[config.mk]
export PLATFORM = sky130hd
export DESIGN_NAME = key_event_scheduler
export DESIGN_NICKNAME = d
export VERILOG_FILES = /design/src/rtl/calc_key_pkg.sv /design/src/rtl/key_debounce_edge.sv /design/src/rtl/key_event_scheduler.sv
export SDC_FILE = /design/constraint.sdc
export NUM_CORES = 1
export LEC_CHECK = 0
export CAP_MARGIN = 40
export CORE_MARGIN = 2
export CORE_UTILIZATION = 61
export DETAILED_ROUTE_END_ITERATION = 6
export PLACE_DENSITY_LB_ADDON = 0.15
export SYNTH_ARGS = -nofsm -noshare
export SYNTH_HDL_FRONTEND = slang
export SYNTH_HIERARCHICAL = 1
export SYNTH_SLANG_ARGS = --single-unit
export TNS_END_PERCENT = 1
[constraint.sdc]
create_clock -name clk -period 4.1 [get_ports clk]
set_input_delay 0.615 -clock clk [delete_from_list [all_inputs] [get_ports clk]]
set_output_delay 0.615 -clock clk [all_outputs]
set_load 0.02 [all_outputs]
[src/rtl/calc_key_pkg.sv]
// calc_key_pkg: shared constants, key indices and slot-state encoding for the key front end
package calc_key_pkg;
  localparam int N_KEYS_DEF = 4;
  localparam int KEY_ADD = 0;
  localparam int KEY_SUB = 1;
  localparam int KEY_EQ  = 2;
  localparam int KEY_CLR = 3;
  localparam logic [0:0] ST_IDLE = 1'b0;
  localparam logic [0:0] ST_HOLD = 1'b1;
  // never returns less than 1 so the result can always size a bus
  function automatic int clog2(input int n);
    int w;
    w = 1;
    while ((1 << w) < n) w++;
    return w;
  endfunction
endpackage

[src/rtl/key_debounce_edge.sv]
// key_debounce_edge: two-flop synchroniser, stable-count debouncer and release-edge pulse
module key_debounce_edge
  import calc_key_pkg::*;
#(
  parameter int DEB_CYCLES = 16,
  localparam int CNT_W = clog2(DEB_CYCLES)
) (
  input  logic clk,
  input  logic rst,
  input  logic key_raw,
  output logic rel_pulse
);
  logic s1_q, s2_q, deb_q, deb_d, diff, hit;
  logic [CNT_W-1:0] cnt_q, cnt_d;
  always_comb begin
    diff = s2_q != deb_q;
    hit = diff && (cnt_q == CNT_W'(DEB_CYCLES - 1));
    cnt_d = (!diff || hit) ? '0 : cnt_q + CNT_W'(1);
    deb_d = hit ? ~deb_q : deb_q;
  end
  // fires in the cycle the debounced level is about to fall, so pending sets on that same edge
  assign rel_pulse = hit & deb_q;
  always_ff @(posedge clk or negedge rst)
    if (!rst) begin
      s1_q <= 1'b0;
      s2_q <= 1'b0;
      deb_q <= 1'b0;
      cnt_q <= '0;
    end else begin
      s1_q <= key_raw;
      s2_q <= s1_q;
      deb_q <= deb_d;
      cnt_q <= cnt_d;
    end
endmodule

[src/rtl/key_event_scheduler.sv]
// key_event_scheduler: per-key release detection serialised onto one valid/ready port, round-robin
module key_event_scheduler
  import calc_key_pkg::*;
#(
  parameter int N_KEYS = N_KEYS_DEF,
  parameter int DEB_CYCLES = 16,
  localparam int CODE_W = clog2(N_KEYS)
) (
  input  logic              clk,
  input  logic              rst,
  input  logic [N_KEYS-1:0] keys,
  output logic              evt_valid,
  output logic [CODE_W-1:0] evt_code,
  input  logic              evt_ready,
  output logic              ovf,
  input  logic              ovf_clr
);
  logic [N_KEYS-1:0] rel, pend_q, pend_d, gmask;
  logic [CODE_W-1:0] rr_q, rr_d, code_q, code_d, gidx, jj;
  logic [0:0] st_q, st_d;
  logic ovf_q, ovf_d, found, take, grant, drop;
  int j;
  genvar i;
  for (i = 0; i < N_KEYS; i++) begin : g_key
    key_debounce_edge #(.DEB_CYCLES(DEB_CYCLES)) u_key (
      .clk(clk),
      .rst(rst),
      .key_raw(keys[i]),
      .rel_pulse(rel[i])
    );
  end
  // first pending key at or after rr_q, wrapping explicitly so non-power-of-two counts work
  always_comb begin
    found = 1'b0;
    gidx = '0;
    j = 0;
    jj = '0;
    for (int k = 0; k < N_KEYS; k++) begin
      j = int'(rr_q) + k;
      if (j >= N_KEYS) j = j - N_KEYS;
      jj = CODE_W'(j);
      if (!found && pend_q[jj]) begin
        found = 1'b1;
        gidx = jj;
      end
    end
  end
  always_comb begin
    take = (st_q == ST_IDLE) | evt_ready;
    grant = take & found;
    gmask = grant ? (N_KEYS'(1) << gidx) : '0;
    pend_d = (pend_q & ~gmask) | rel;
    drop = |(rel & pend_q & ~gmask);
    ovf_d = drop | (ovf_q & ~ovf_clr);
    st_d = grant ? ST_HOLD : take ? ST_IDLE : st_q;
    code_d = grant ? gidx : code_q;
    rr_d = !grant ? rr_q : (gidx == CODE_W'(N_KEYS - 1)) ? '0 : gidx + CODE_W'(1);
  end
  always_ff @(posedge clk or negedge rst)
    if (!rst) begin
      pend_q <= '0;
      rr_q <= '0;
      code_q <= '0;
      st_q <= ST_IDLE;
      ovf_q <= 1'b0;
    end else begin
      pend_q <= pend_d;
      rr_q <= rr_d;
      code_q <= code_d;
      st_q <= st_d;
      ovf_q <= ovf_d;
    end
  assign evt_valid = st_q == ST_HOLD;
  assign evt_code = code_q;
  assign ovf = ovf_q;
endmodule

==> results of run 1 <==
## placed cells by master, fill, tap and decap left out, types with 5 or more instances in the layout
cell type and count:
mux2_4 6, nor2_1 19, ha_1 8, xnor2_1 8
nand2_1 9, clkdlybuf4s50_1 11, clkbuf_4 5, nand3_1 7
inv_1 7, dfrtp_1 38
## final cells by class
cell class                 instances  area (um^2)  share of cell area, %
clock inverter                     1         30.0                   1.53
tap                               31         38.8                   1.98
inverter                           7         26.3                   1.34
clock buffer                       7         45.0                   2.30
sequential                        38          951                   48.6
multi-input combinational         94          749                   38.3
timing repair buffer              12          118                   6.01
## metrics by stage
stage	area, um^2	util (%)	total power [uW]	cells
after global routing	1960	71.6	718	190
after CTS	1960	71.6	695	190
after detailed placement	1880	68.9	449	182
final	1960	71.6	684	190
after floorplan	1730	-	427	139
after global placement	1880	68.9	444	182
## registers in the layout (all words and copies together) (netlist names)
register           flops
pend_q                 4
g_key.u_key/s1_q       4
g_key.u_key/s2_q       4
evt_valid              1
ovf                    1
g_key.u_key/deb_q      4
rr_q                   2
evt_code               2
g_key.u_key/cnt_q     16
## logic make-up (layout without fill, tap and decap cells)
logic type,after synthesis,after routing
and+or+nand+nor,57,57
buffers and inverters,7,27
adders and majority gates,8,8
DFF,38,38
xor gates and xnor gates,12,12
muxes,6,6
AOI/OAI and AO/OA,11,11
## per-layer routing
layer	wire (um)	track usage [%]
met4	69	10.3
met2	1250	29.7
met5	0	0
met1	1230	26.1
met3	126	8.39
## power by group
group	internal, uW	leakage [uW]	switching (uW)
registers	388	0.000502	11.4
logic	20.3	0.000403	20.9
clock network	129	0.0000395	114
total	538	0.000945	146
## Yosys cell counts (2+ instances only)
library cell	count	area [um^2]
nor2_1	19	71.3
nor3b_1	4	30.0
nand2b_1	3	18.8
nand3_1	7	35.0
xnor2_1	8	70.1
nand3_4	4	70.1
xor2_1	4	35.0
dfrtp_1	38	951
nor4_1	2	12.5
inv_1	7	26.3
ha_1	8	100
a21o_1	4	30.0
mux2_4	6	90.1
nand2_1	9	33.8
nand2b_4	4	55.1
## worst max-delay path by stage
stage / start / end / slack, ns
2_1_floorplan: rr_q[1] / ovf / 2.47
4_1_cts: evt_code[1] / evt_code[1] / 2.12
6_report: evt_code[1] / evt_code[1] / 2.14
5_1_grt: pend_q[3] / ovf / 2.03
3_5_place_dp: evt_ready / ovf / 2.19
3_3_place_gp: evt_ready / evt_code[0] / 2.24
==> results.toml, run 1 <==
[status]
status = "finished clean"

[floorplanning]
die_y_um = 57.2
ios = 12
coreArea_um2 = 2730
rows = 19
dieArea_um2 = 3270
die_w_um = 57.2
initial_utilization_pct = 63.2

[synthesis]
syn_inst = 139
synth-xor-area-share_pct = 6.09
synth-adder-area-share_pct = 5.80
synthSimpleGateAreaFrac_pct = 21.2
synth_top_family_by_area = "simple AND/OR/NAND/NOR gates"
synth.yosys.warnings = 6
syn_area_um2 = 1730
async_reset_ff_share_pct = 100
synth_top_flop_cell = "dfrtp_1"
synth_cell_types = 27
postSynthNetCount = 155
ys_seq_elements = 38
synth_edf_count = 0
synth-compound-area-share_pct = 5.07
synth_mux_area_share_pct = 5.22
avgSynthCellArea_um2 = 12.4
synth_seq_area_share_pct = 55.1

[setup_path]
max_stage_delay_ns = 0.63
rr_endpoint = "ovf"
worst_r2r_startpoint = "pend_q[3]"
critPathMaxFanout = 2
crit_chain = "clkdlybuf4s50_1"
crit_slowest_cell = "clkdlybuf4s50_1"
crit_required_ns = 3.48
r2r_cells = 8
crit_family = "buffers and inverters"
worstSetupPathType = "register to output port"
critPathArrivalTime_ns = 1.34
path_buf_inv = 1
crit_path_end_kind = "output port"
cp-start-kind = "register"
rrSetupSlack_ns = 2.18
crit_cells = 1

[cells_and_area]
drive_gt1_share_pct = 15.7
finalNetCount = 174
antenna_cells = 0
fillers = 199
area_delta_synth_final_pct = 13.4

[pwr]
peakVddDrop_uv = 303
pwr_density_cell_nw_per_um2 = 349
p_leak_uw = 0.000945

[clock_tree]
clkTransAtPathRegs_ns = 0.10
clock_latency_ns = 0.35
cts_setup_buffers = 0
htreeDepth = 2
cts_buffers = 5
clock_sinks = 38
cts_resized = 0
ctsHoldBuffers = 0
cts_tree = "built"
max-clock-path-buffers = 2
root_buffer = "clkbuf_4"

[routing]
ant_nets = 0
drt_iter0_markers = 26
firstDrtPassIters = 4
via_count = 1038
wire_per_inst_um = 14.1
routed_via_density = 5.46
wirelength_um = 2680
drcViolationCount = 0

[timing]
layout_setup_ws_ns = 2.14
worst_slew_pin_slew_ns = 0.530
drv_slew = 0
rsz0062_at_grt = "no"
final-setup-viol-count = 0
setup_tns_ns = 0
hold_viol_final = 0
timing.fmax_mhz = 511
slew_headroom_pct = 64.3
layout_min_cycle_time_ns = 1.96
hold_ws_ns = 0.356
finClkSkew_ns = 0.0147
period_share_pct = 47.8

[grt]
grt_pass1_vias = 1090
grt_max_degree = 39
overflow = 0
grt_pass1_wl_um = 4860
gr-usage-all-layers_pct = 20.3
antenna_found_initial = 0

[placed_design]
pre_cts_slack_ns = 2.19
place_congestion = 0.760
numPortBuffers = 11
dp_hpwl_um = 1960

[worst_hold_path]
hold_class = "register to register"
hold_start = "g_key[2].u_key/s1_q"
worstHoldEndpoint = "g_key[2].u_key/s2_q"
whs_path_depth = 0

[run]
cap_violations = 0
(Power assumes the default switching activity.)
==> run 2, diff against run 1 <==
CORE_UTILIZATION = 51   (was 61)
clock period = 1.8 ns   (was 4.1 ns; I/O delays follow)
==> run 2 against run 1 <==
Sequential share of layout area is 4.7 points lower; global-route usage shrank 3.1 points; register-to-register slack worse by 2.1 ns; setup slack got worse by 2.1 ns; combinational power rose by 130%; routed wire length grew 6.4%; total power increased to 2.6 times the previous value; final cell count up 13%; clock power grew to 3.1 times the previous value; core utilization is 5.4 points lower; critical path depth is 8 higher; critical endpoint is now ovf.
==> results.toml, run 2 (synthesized netlist as in run 1, its figures left out) <==
[pwr]
peakVddDrop_uv = 588
swShare_pct = 20.0
pwr-share-comb_pct = 5.4
p_leak_uw = 0.00102
total_power_uw = 1750
pwr_density_cell_nw_per_um2 = 806
p_int_uw = 1400
pwr-share-seq_pct = 51.8
p_sw_uw = 351
pwr-share-clk_pct = 42.8

[setup_path]
crit_required_ns = 2.09
critPathMaxFanout = 6
worst_r2r_startpoint = "pend_q[3]"
r2r_cells = 9
cp-start-kind = "register"
critPathArrivalTime_ns = 2.02
cp-startpoint = "pend_q[3]"
crit_path_end_kind = "register"
worstSetupPathType = "register to register"

[timing]
period_share_pct = 96.2
final-setup-viol-count = 0
worst_slew_pin_slew_ns = 0.446
timing.fmax_mhz = 577
hold_viol_final = 0
finClkSkew_ns = 0.0190
layout_min_cycle_time_ns = 1.73
slew_headroom_pct = 70.3
hold_ws_ns = 0.339
drv_slew = 0
rsz0062_at_grt = "yes"
layout_setup_ws_ns = 0.0676

[worst_hold_path]
hold_start = "g_key[1].u_key/s1_q"
hold_class = "register to register"
whs_path_depth = 0

[cells_and_area]
finalNetCount = 184
fillers = 263
utilization_pct = 66.2
area_delta_synth_final_pct = 26.0
drive_gt1_share_pct = 32.0
layout_common_cells = "35 x dfrtp_1, 18 x nor2_1, 10 x clkdlybuf4s50_1"
largest_reg_flops = 16
layout_commonest_cell = "dfrtp_1"
antenna_cells = 0
largest_register = "g_key.u_key/cnt_q"

[routing]
drcViolationCount = 0
wirelength_um = 2850
ant_nets = 0
via_count = 1064
drt_iter0_markers = 40
wire_per_inst_um = 13.3
firstDrtPassIters = 4
routed_via_density = 4.95

[floorplanning]
coreArea_um2 = 3280
initial_utilization_pct = 52.6
dieArea_um2 = 3870
die_w_um = 62.2
rows = 21
die_y_um = 62.2
ios = 12

[clock_tree]
root_buffer = "clkbuf_4"
clkTransAtPathRegs_ns = 0.12
max-clock-path-buffers = 2
cts_buffers = 5
clock_sinks = 38
htreeDepth = 2
clock_latency_ns = 0.35
cts_tree = "built"

[status]
status = "finished clean"

[placed_design]
dp_hpwl_um = 2020
pre_cts_slack_ns = 0.00946
numPortBuffers = 11
place_congestion = 0.896

[grt]
grt_pass1_vias = 1069
antenna_found_initial = 0
grt_pass1_wl_um = 5040
gr-usage-all-layers_pct = 17.2
grt_max_degree = 21
overflow = 0

[run]
cap_violations = 0
==> run 2: cell count changes in the layout (fill, tap and decap cells not counted), sizes merged <==
cell	delta
bufinv	+1
dlygate4sd3	+1
clkdlybuf4s50	-1
buf	+10
clkbuf	-1
==> run 2: path summary, 6_finish.rpt <==
path                                            end  slack, ns
min in group asynchronous       g_key[0].u_key/s2_q       0.39
worst min register to register  g_key[1].u_key/s2_q       0.34
worst max register to register                  ovf       0.07
max in group asynchronous                   rr_q[1]       0.94
worst min-delay path            g_key[1].u_key/s2_q       0.34
worst max-delay path                            ovf       0.07
==> run 2: layer usage <==
layer | up-vias | GRT usage (%) | wire (um)
met5 | - | 0 | 0
met4 | 0 | 8.06 | 43
met3 | 4 | 5.80 | 114
met2 | 21 | 25.4 | 1400
met1 | 512 | 23.1 | 1290
li1 | 527 | - | -
==> run 2: worst max-delay path, cell delays in order, from the launching register on <==
cell and delay [ns]:
dfrtp_2 0.49, nand2b_4 0.18, a21oi_2 0.06, nor4_1 0.29, buf_4 0.18, inv_1 0.05, ha_1 0.17, nand2_1 0.08
a32oi_1 0.10, nand4_1 0.08
==> run 2: power by group through the flow <==
stage | clock [uW] | sequential, uW | combinational (uW)
after floorplan | 0 | 921 | 51.6
after CTS | 780 | 909 | 97.1
after global routing | 820 | 914 | 109
after global placement | 0 | 923 | 91.0
final | 751 | 909 | 94.0
after detailed placement | 0 | 926 | 94.7
==> run 2: cell type report <==
| cell class | count | area, um^2 | area share, % |
|---|---|---|---|
| clock buffers | 6 | 51.3 | 2.36 |
| flip-flops and latches | 38 | 955 | 43.9 |
| clock inverters | 2 | 60.1 | 2.76 |
| inverters | 7 | 26.3 | 1.21 |
| well taps | 46 | 57.6 | 2.65 |
| multi-input cells | 94 | 823 | 37.8 |
| repair buffers | 22 | 203 | 9.32 |
==> run 2: through the flow <==
stage	setup TNS, ns	area [um^2]	instances
finish	0	2180	215
global route	-0.0885	2180	215
CTS	0	2080	211
detailed placement	0	1950	202
global placement	0	1950	202
floorplan	0	1730	139
==> run 2: timing repair <==
| item | in CTS | in global routing |
|---|---|---|
| setup endpoints to repair | 1 | 6 |
| hold buffers | 1 | 0 |
| buffers inserted | 0 | 4 |
| endpoints found under the hold margin | 18 | 0 |
| resized for setup | 1 | 19 |
| pin swaps | 0 | 10 |
==> run 3, diff against run 2 <==
==> constraint.sdc (replaced) <==
create_clock -name clk -period 1.8 [get_ports clk]
set_input_delay 0.36 -clock clk [delete_from_list [all_inputs] [get_ports clk]]
set_output_delay 0.36 -clock clk [all_outputs]
set_load 0.02 [all_outputs]
==> run 3 against run 2 <==
Sequential share of layout area grew 0.64 points; routed wire length grew 6.0%; clock skew shrank 0.0030 ns; register-to-register slack lost 0.04 ns; global-route usage grew 1.3 points; total power shrank 16%; combinational power grew 2%; worst hold slack gained 0.019 ns; non-clock buffer count is the same; final area shrank 1.4%; critical path depth shrank 2.
==> results.toml, run 3 (synthesized netlist as in run 1, its figures left out) <==
[status]
status = "finished clean"

[routing]
drcViolationCount = 0
drt_iter0_markers = 44
routed_via_density = 5.08
via_count = 1092
ant_nets = 0
firstDrtPassIters = 4
wire_per_inst_um = 14.0
wirelength_um = 3020

[timing]
timing.fmax_mhz = 566
rsz0062_at_grt = "yes"
slew_headroom_pct = 76.6
drv_slew = 0
period_share_pct = 98.2
worst_slew_pin_slew_ns = 0.351
layout_min_cycle_time_ns = 1.77
hold_ws_ns = 0.358
final-setup-viol-count = 0
finClkSkew_ns = 0.0160
hold_viol_final = 0

[clock_tree]
clkTransAtPathRegs_ns = 0.12
htreeDepth = 2
clock_sinks = 38
root_buffer = "clkbuf_4"
max-clock-path-buffers = 2
cts_buffers = 5
clock_latency_ns = 0.34
cts_tree = "built"

[cells_and_area]
drive_gt1_share_pct = 33.1
largest_reg_flops = 16
layout_commonest_cell = "dfrtp_1"
utilization_pct = 65.3
layout_common_cells = "35 x dfrtp_1, 18 x nor2_1, 10 x clkdlybuf4s50_1"
seq_area_um2 = 955
fillers = 253
antenna_cells = 0
area_delta_synth_final_pct = 24.2
multi_input_area_um2 = 840
finalNetCount = 184
largest_register = "g_key.u_key/cnt_q"

[setup_path]
critPathMaxFanout = 4
max_stage_delay_ns = 0.44
crit_path_end_kind = "register"
path_buf_inv = 1
worstSetupPathType = "register to register"
crit_family = "simple AND/OR/NAND/NOR gates"
crit_slowest_cell = "dfrtp_1"
critPathArrivalTime_ns = 1.99
crit_required_ns = 2.03
cp-start-kind = "register"
crit_chain = "nor2b_4, o21a_1, nor4_1, buf_4, ha_2, nand2_2, a21o_1"

[pwr]
pwr_density_cell_nw_per_um2 = 689
peakVddDrop_uv = 611
p_leak_uw = 0.00100

[grt]
grt_pass1_vias = 1233
gr-usage-all-layers_pct = 18.5
grt_max_degree = 39
grt_pass1_wl_um = 5620
antenna_found_initial = 0
overflow = 0

[floorplanning]
die_y_um = 62.2
coreArea_um2 = 3280
ios = 12
dieArea_um2 = 3870
rows = 21
die_w_um = 62.2
initial_utilization_pct = 52.6

[placed_design]
numPortBuffers = 11
place_congestion = 0.882
dp_hpwl_um = 2070

[run]
cap_violations = 0

[worst_hold_path]
hold_class = "register to register"
-- run 3: changes by cell type in the layout (fill, tap and decap cells not counted), sizes merged --
cell and delta:
clkinv +1, bufinv -2, clkinvlp +1
-- run 3: path summary, 6_finish.rpt --
kind | cells after the start | slack, ns | endpoint | start
min in group asynchronous | 3 | 0.50 | g_key[0].u_key/cnt_q[3] | rst
max | 7 | 0.03 | pend_q[3] | rr_q[1]
max in group asynchronous | 3 | 1.09 | pend_q[3] | rst
max reg2reg | 7 | 0.03 | pend_q[3] | rr_q[1]
min reg2reg | 0 | 0.36 | g_key[3].u_key/s2_q | g_key[3].u_key/s1_q
min | 0 | 0.36 | g_key[3].u_key/s2_q | g_key[3].u_key/s1_q
-- run 3: what timing repair did --
action,4_1_cts,5_1_grt
buffers inserted,3,1
setup endpoints to repair,3,6
endpoints found under the hold margin,38,0
resized for setup,2,22
hold buffers,1,0
pin swaps,1,8
-- run 3: routing by layer --
metal	routed length [um]	GRT usage, %	up-vias
li1	-	-	530
met1	1360	23.2	541
met2	1540	31.4	17
met3	78	4.89	4
met4	39	5.83	0
met5	0	0	-
-- run 3: report_power, final --
group / internal, uW / switching, uW / leakage, uW
clock: 188 / 285 / 0.0000343
sequential: 884 / 25.1 / 0.000497
combinational: 49.1 / 46.5 / 0.000469
-- run 3: per-stage QoR --
stage               setup slack [ns]  instance area (um^2)  total power, uW  setup TNS (ns)  std cells
global placement              0.0700                  1950             1010               0        202
CTS                          0.00685                  2060             1500               0        214
detailed placement           -0.0543                  1950             1020         -0.0543        202
finish                        0.0320                  2140             1480               0        215
global route                 -0.0523                  2140             1570          -0.112        215
floorplan                      0.166                  1730              972               0        139
-- run 3: area by class of cell --
| class | count | share of cell area [%] |
|---|---|---|
| flip-flops and latches | 38 | 44.5 |
| well taps | 46 | 2.68 |
| inverters | 7 | 1.23 |
| repair buffers | 22 | 9.45 |
| clock buffers | 6 | 2.39 |
| clock inverters | 2 | 0.583 |
| multi-input cells | 94 | 39.1 |
